$ cat config.mk
export PLATFORM = sky130hd
export DESIGN_NAME = inst_queue
export DESIGN_NICKNAME = d
export VERILOG_FILES = /design/src/rtl/inst_queue.sv
export SDC_FILE = /design/constraint.sdc
export NUM_CORES = 1
export LEC_CHECK = 0
export ABC_AREA = 0
export CAP_MARGIN = 20
export CELL_PAD_IN_SITES_DETAIL_PLACEMENT = 1
export CELL_PAD_IN_SITES_GLOBAL_PLACEMENT = 1
export CORE_MARGIN = 10
export CORE_UTILIZATION = 40
export DETAILED_ROUTE_END_ITERATION = 8
export DONT_BUFFER_PORTS = 1
export GPL_ROUTABILITY_DRIVEN = 0
export GPL_TIMING_DRIVEN = 0
export PLACE_DENSITY = 0.67
export SLEW_MARGIN = 20
export SYNTH_ARGS = -nofsm -noshare
export SYNTH_HDL_FRONTEND = slang
export SYNTH_SLANG_ARGS = --single-unit
$ cat constraint.sdc
create_clock -name clk -period 9.1 [get_ports clk]
set_input_delay 1.365 -clock clk [delete_from_list [all_inputs] [get_ports clk]]
set_output_delay 1.365 -clock clk [all_outputs]
set_load 0.05 [all_outputs]
$ cat src/rtl/inst_queue.sv
// rtl/inst_queue.sv - instruction prefetch FIFO between fetch and decode
module inst_queue #(
   parameter int DEPTH  = 4,
   parameter int PC_W   = 32,
   parameter int INST_W = 32,
   parameter int CNT_W  = 3
) (
   input  logic              clk,
   input  logic              rstn,
   input  logic              flush,
   input  logic              if_valid,
   input  logic [PC_W-1:0]   if_pc,
   input  logic [INST_W-1:0] if_inst,
   output logic              if_ready,
   output logic              id_valid,
   output logic [PC_W-1:0]   id_pc,
   output logic [INST_W-1:0] id_inst,
   input  logic              id_ready,
   output logic [CNT_W-1:0]  count
);

   localparam int               PTR_W    = $clog2(DEPTH);
   localparam logic [CNT_W-1:0] FULL_CNT = CNT_W'(DEPTH);

   logic [PC_W-1:0]   pc_mem_q   [DEPTH];
   logic [INST_W-1:0] inst_mem_q [DEPTH];

   logic [PTR_W-1:0] wr_ptr_q, wr_ptr_d;
   logic [PTR_W-1:0] rd_ptr_q, rd_ptr_d;
   logic [CNT_W-1:0] count_q,  count_d;

   logic push;
   logic pop;

   // if_ready looks only at registered occupancy and flush, so decode's
   // id_ready never reaches the fetch side combinationally.
   assign if_ready = rstn && (count_q != FULL_CNT) && !flush;
   assign id_valid = (count_q != '0);
   assign push     = if_valid && if_ready;
   assign pop      = id_valid && id_ready;
   assign count    = count_q;

   // Head is first-word-fall-through; an empty queue presents a NOP of zeros.
   assign id_pc    = id_valid ? pc_mem_q[rd_ptr_q]   : '0;
   assign id_inst  = id_valid ? inst_mem_q[rd_ptr_q] : '0;

   // Pointer and occupancy next state; flush wins over any push or pop.
   always_comb begin
      wr_ptr_d = wr_ptr_q;
      rd_ptr_d = rd_ptr_q;
      count_d  = count_q;
      if (flush) begin
         wr_ptr_d = '0;
         rd_ptr_d = '0;
         count_d  = '0;
      end else begin
         if (push) wr_ptr_d = wr_ptr_q + PTR_W'(1);
         if (pop)  rd_ptr_d = rd_ptr_q + PTR_W'(1);
         case ({push, pop})
            2'b10:   count_d = count_q + CNT_W'(1);
            2'b01:   count_d = count_q - CNT_W'(1);
            default: count_d = count_q;
         endcase
      end
   end

   // Control registers; reset takes priority over everything else.
   always_ff @(posedge clk) begin
      if (!rstn) begin
         wr_ptr_q <= '0;
         rd_ptr_q <= '0;
         count_q  <= '0;
      end else begin
         wr_ptr_q <= wr_ptr_d;
         rd_ptr_q <= rd_ptr_d;
         count_q  <= count_d;
      end
   end

   // Entry storage; zeroed at reset so the head mux never sees X.
   always_ff @(posedge clk) begin
      if (!rstn) begin
         for (int i = 0; i < DEPTH; i++) begin
            pc_mem_q[i]   <= '0;
            inst_mem_q[i] <= '0;
         end
      end else if (push) begin
         pc_mem_q[wr_ptr_q]   <= if_pc;
         inst_mem_q[wr_ptr_q] <= if_inst;
      end
   end

endmodule

[Yosys cells after proc, flatten, opt, wreduce, memory -nomap -nowiden]
Memory sizes are Yosys's and may differ from the RTL's. A register that Yosys moved wholly into a read port is not among the register bits.
Cells that the tools add are included.
W data, S select, Z words.
Operators by class
  add/sub/neg operators: 4
  equal/unequal tests: 3
  mux-type cells: 17
  bitwise logic cells: 1
  reduce and logical (&&, ||, !) cells: 10
Operators with widths (number)
  $mux W32: 4
  $reduce_or A32 Y1: 2
  $mux W2: 6
  $mux W1: 6
  $pmux W3 S2: 1
  $add A2 B1 Y2 const B: 2
  $logic_and A1 B1 Y1: 4
  $add A3 B1 Y3 const B: 1
  $ne A3 B3 Y1 const B: 1
  $reduce_bool A3 Y1: 1
  $sub A3 B1 Y3 const B: 1
  $eq A2 B1 Y1 const B: 1
  $eq A2 B2 Y1 const B: 1
  $reduce_bool A2 Y1: 1
  $reduce_or A2 Y1: 1
  $logic_not A1 Y1: 1
  $not A1 Y1: 1
Word-level totals
  register bits after elaboration: 7
  RAM bits: 256
  output and inout bits: 69
  logic and storage cells: 40
  memories kept: 2
Memories
  inst_mem_q: words 4, width 32, read ports 1, clocked after memory_dff 1, write ports 4, line 26  | logic [INST_W-1:0] inst_mem_q [DEPTH];
  pc_mem_q: words 4, width 32, read ports 1, clocked after memory_dff 1, write ports 4, line 25  | logic [PC_W-1:0] pc_mem_q [DEPTH];

[Depth between registers and ports, before layout]
  depth in word-level cells: 9
  depth in mapped cells: 9
  depth with buffers taken out: 8

[Least setup slack after synthesis]
OpenSTA, ideal clock, no wires.
  path type: input to register
  start point: input port flush
  end point: memory inst_mem_q[2][0], enable pin
  library setup time: 0.574 ns
  arrival time: 6.357 ns
  required time: 8.526 ns
  slack: 2.169 ns
  cell stages on the path: 4
  path buffers: 1
  cell sequence: and3b_1 > buf_2 > nand2_1 > o21ai_0
RTL lines
  from (decl): line 10  | input logic flush,
  to (decl): line 26

[Worst setup path after layout]
  start point: register count_q[0], in the netlist count[0]
  end point: output port id_pc[19]
Between the ends
  longest elaborated chain between the ends: 2
RTL lines
  from (decl): line 30  | logic [CNT_W-1:0] count_q, count_d;
  from (signal assigned): line 76  | count_q <= count_d;
  $reduce_bool A3 Y1: line 38  | assign id_valid = (count_q != '0);
  $mux W32: line 44  | assign id_pc = id_valid ? pc_mem_q[rd_ptr_q] : '0;
  to (decl): line 16  | output logic [PC_W-1:0] id_pc,
Every way passes these cells.

==> flow_metrics.tcl <==
set metrics [dict create \
    drcViolationCount 0 \
    use_met1_pct 18.8 \
    cts_tree "done" \
    synth_top_family_by_area "simple AND/OR/NAND/NOR gates" \
    combPwrFrac_pct 4.8 \
    clk_path_buf_depth 3 \
    period_share_pct 50.1 \
    fp.coreArea_sq_um 29500 \
    ant_nets 0 \
    setup_violations 0 \
    synth.area.top_cells "edfxtp_1, and2_1, mux4_2" \
    ys_seq_area_share_pct 66.1 \
    fmax_mhz 219 \
    rsz0062_at_grt "false" \
    drv_cap 0 \
    yosys_warnings 0 \
    seqPwrFrac_pct 52.0 \
    rows 63 \
    synth_xor_area_share_pct 0.294 \
    worstPathArrival_ns 3.20 \
    post_cts_resized 0 \
    status "completed" \
    critPathKind "flip-flop to primary output" \
    numCtsBuffers 29 \
    post_cts_buffers 0 \
    grt_antenna_before_repair 0 \
    p_int_mw 2.13 \
    worst_clock_skew_ns 0.0254 \
    ir_drop_uv 132 \
    htreeDepth 1 \
    finalHoldViolations 0 \
    cp-start-kind "flip-flop" \
    whs_path_depth 2 \
    required_ns 7.74 \
    dr.pass1.iters 4 \
    grt_max_degree 37 \
    clk_pin_slew_ns 0.06 \
    syn-cell-area_sq_um 11900 \
    dp_hpwl_um 19500 \
    r2r-start "count[0]" \
    wl_per_cell_um 25.4 \
    grt-busiest-layer "met2" \
    vias_per_cell 5.32 \
    diodes 0 \
    whs_ns 0.541 \
    grt_pass1_wl_um 45600 \
    synth_fa_ha_area_share_pct 0.273 \
    p_sw_uw 577 \
    leakage_nw 5.01 \
    p_clk_share_pct 43.2 \
    cts_sinks 265 \
    dr.first_iter.drc_count 269 \
    synth_edf_count 256 \
    met2_usage_pct 29.6 \
    area_growth_syn_to_layout_pct 13.7 \
    postSynthCellCount 750 \
    p_per_area_nw_per_um2 200 \
    grt_overflow 0 \
    die_h_um 193 \
    synth-simple-area-share_pct 18.3 \
    port_buffers 0 \
    worstPathMaxFanout 10 \
    r2r_cells 6 \
    root_buffer "clkbuf_16" \
    max-slew-margin-rel_pct 29.9 \
    worstSkewPairLatency_ns 0.55 \
    hold_class "flip-flop to flip-flop" \
    die_w_um 193 \
    synth_top_area_share_pct 64.6 \
    hold_buffers 0 \
    ys_top_cells_by_count "and2_1, edfxtp_1, and3_1, mux4_2, clkbuf_1" \
    synth_compound_area_share_pct 0.599 \
    ios 138 \
    grt_pass1_vias 7375 \
    layout-drive-gt1-share_pct 17.9 \
    synth-main-ff-cell "edfxtp_1" \
    r2r_slack_ns 5.96 \
    worstMarginPinSlew_ns 1.05 \
    ff_latch_area_sq_um 7870 \
    switching_share_pct 21.3 \
    r2r_end "pc_mem_q[2][19]" \
    use_met3_pct 4.68 \
    num_vias 6384 \
    end_kind "primary output" \
    synthArstFlopShare_pct 0 \
    yosys-mux-area-fraction_pct 12.1 \
    dieArea_sq_um 37100 \
    min_from "rd_ptr_q[1]" \
    initial_core_util_pct 40.4 \
    routed_wirelength_um 30400 \
    ys_ff_latch 265 \
    synth_cell_types 32 \
    utilization_pct 45.9 \
    fillerInstances 2856 \
    yosysTopAreaCell "edfxtp_1" \
    synth.net_count 821 \
    slew_violations 0 \
    grtUsageTotal_pct 16.4 \
    fin_crit_ns 4.56 \
    multi_input_comb_area_sq_um 3790 \
    final_nets 858 \
    avgSynthCellArea_sq_um 15.9 \
]
[logic make-up after synthesis]
| kind of cell | Yosys count |
|---|---|
| xor gates and xnor gates | 4 |
| and+or+nand+nor | 344 |
| buffers and inverters | 59 |
| adders and majority gates | 2 |
| muxes | 64 |
| AOI/OAI and AO/OA | 12 |
| DFF | 265 |
[registers in the layout (all words and copies together), names as in the netlist, named ones only]
| register | flops |
|---|---|
| count | 3 |
| inst_mem_q | 128 |
| rd_ptr_q | 2 |
| wr_ptr_q | 2 |
| pc_mem_q | 128 |
[worst max-delay path: stages, from the launching register on]
cell,delay [ns]
dfxtp_1,0.82
or3_1,0.23
clkbuf_1,0.58
clkbuf_1,0.42
and2_1,0.57
[cell type report]
type | count | share of cell area (%)
Multi-Input combinational cell | 426 | 28.0
Timing Repair Buffer | 6 | 1.16
Buffer | 55 | 1.99
Inverter | 4 | 0.111
Sequential cell | 265 | 58.1
Clock inverter | 25 | 1.66
Clock buffer | 29 | 5.36
Tap cell | 390 | 3.60
[worst max path at each step]
stage               startpoint  cells after the start  slack [ns]          endpoint
floorplan                flush                      4        2.17  inst_mem_q[2][0]
global placement         flush                      4       -2.53  inst_mem_q[2][4]
detailed placement    count[0]                      4        5.02          id_pc[6]
CTS                   count[0]                      4        4.41          id_pc[6]
global route          count[1]                      4        4.29         id_pc[19]
finish                count[0]                      4        4.54         id_pc[19]
[stage by stage]
| step | setup WS (ns) | cells | area (sq um) | power (mW) | TNS, ns |
|---|---|---|---|---|---|
| after floorplan | 2.17 | 750 | 11900 | 1.52 | 0 |
| after global placement | -2.53 | 1140 | 12400 | 1.56 | -161.30 |
| after detailed placement | 5.02 | 1146 | 12600 | 1.57 | 0 |
| after CTS | 4.41 | 1200 | 13500 | 2.74 | 0 |
| after global routing | 4.29 | 1200 | 13500 | 2.80 | 0 |
| final | 4.54 | 1200 | 13500 | 2.71 | 0 |
[placed cells by master (no fill, tap or decap), types with 2 or more instances in the layout]
cell       count
a21oi_1        3
and2_1       256
and3_1        64
buf_16         5
buf_2          9
buf_4          2
buf_6          5
bufinv_16      4
clkbuf_1      34
clkbuf_16     29
clkbuf_2       5
clkinv_1       8
clkinv_2      10
dfxtp_1        9
edfxtp_1     256
inv_1          4
mux4_2        64
nand2b_1       2
nor2_1         7
nor3_4         2
o21ai_0        4
or3_1          3
xor2_1         4
[layer usage]
layer | vias to the layer above | wire [um]
li1 | 2852 | -
met2 | 133 | 15800
met1 | 3356 | 11800
met5 | - | 0
met3 | 43 | 2220
met4 | 0 | 565
[power by group through the flow]
stage | Combinational [mW] | Sequential, mW | Clock (mW)
finish | 0.129 | 1.41 | 1.17
global route | 0.140 | 1.42 | 1.25
CTS | 0.134 | 1.41 | 1.20
detailed placement | 0.134 | 1.44 | 0
global placement | 0.119 | 1.44 | 0
floorplan | 0.0866 | 1.43 | 0
(Power assumes the default switching activity.)
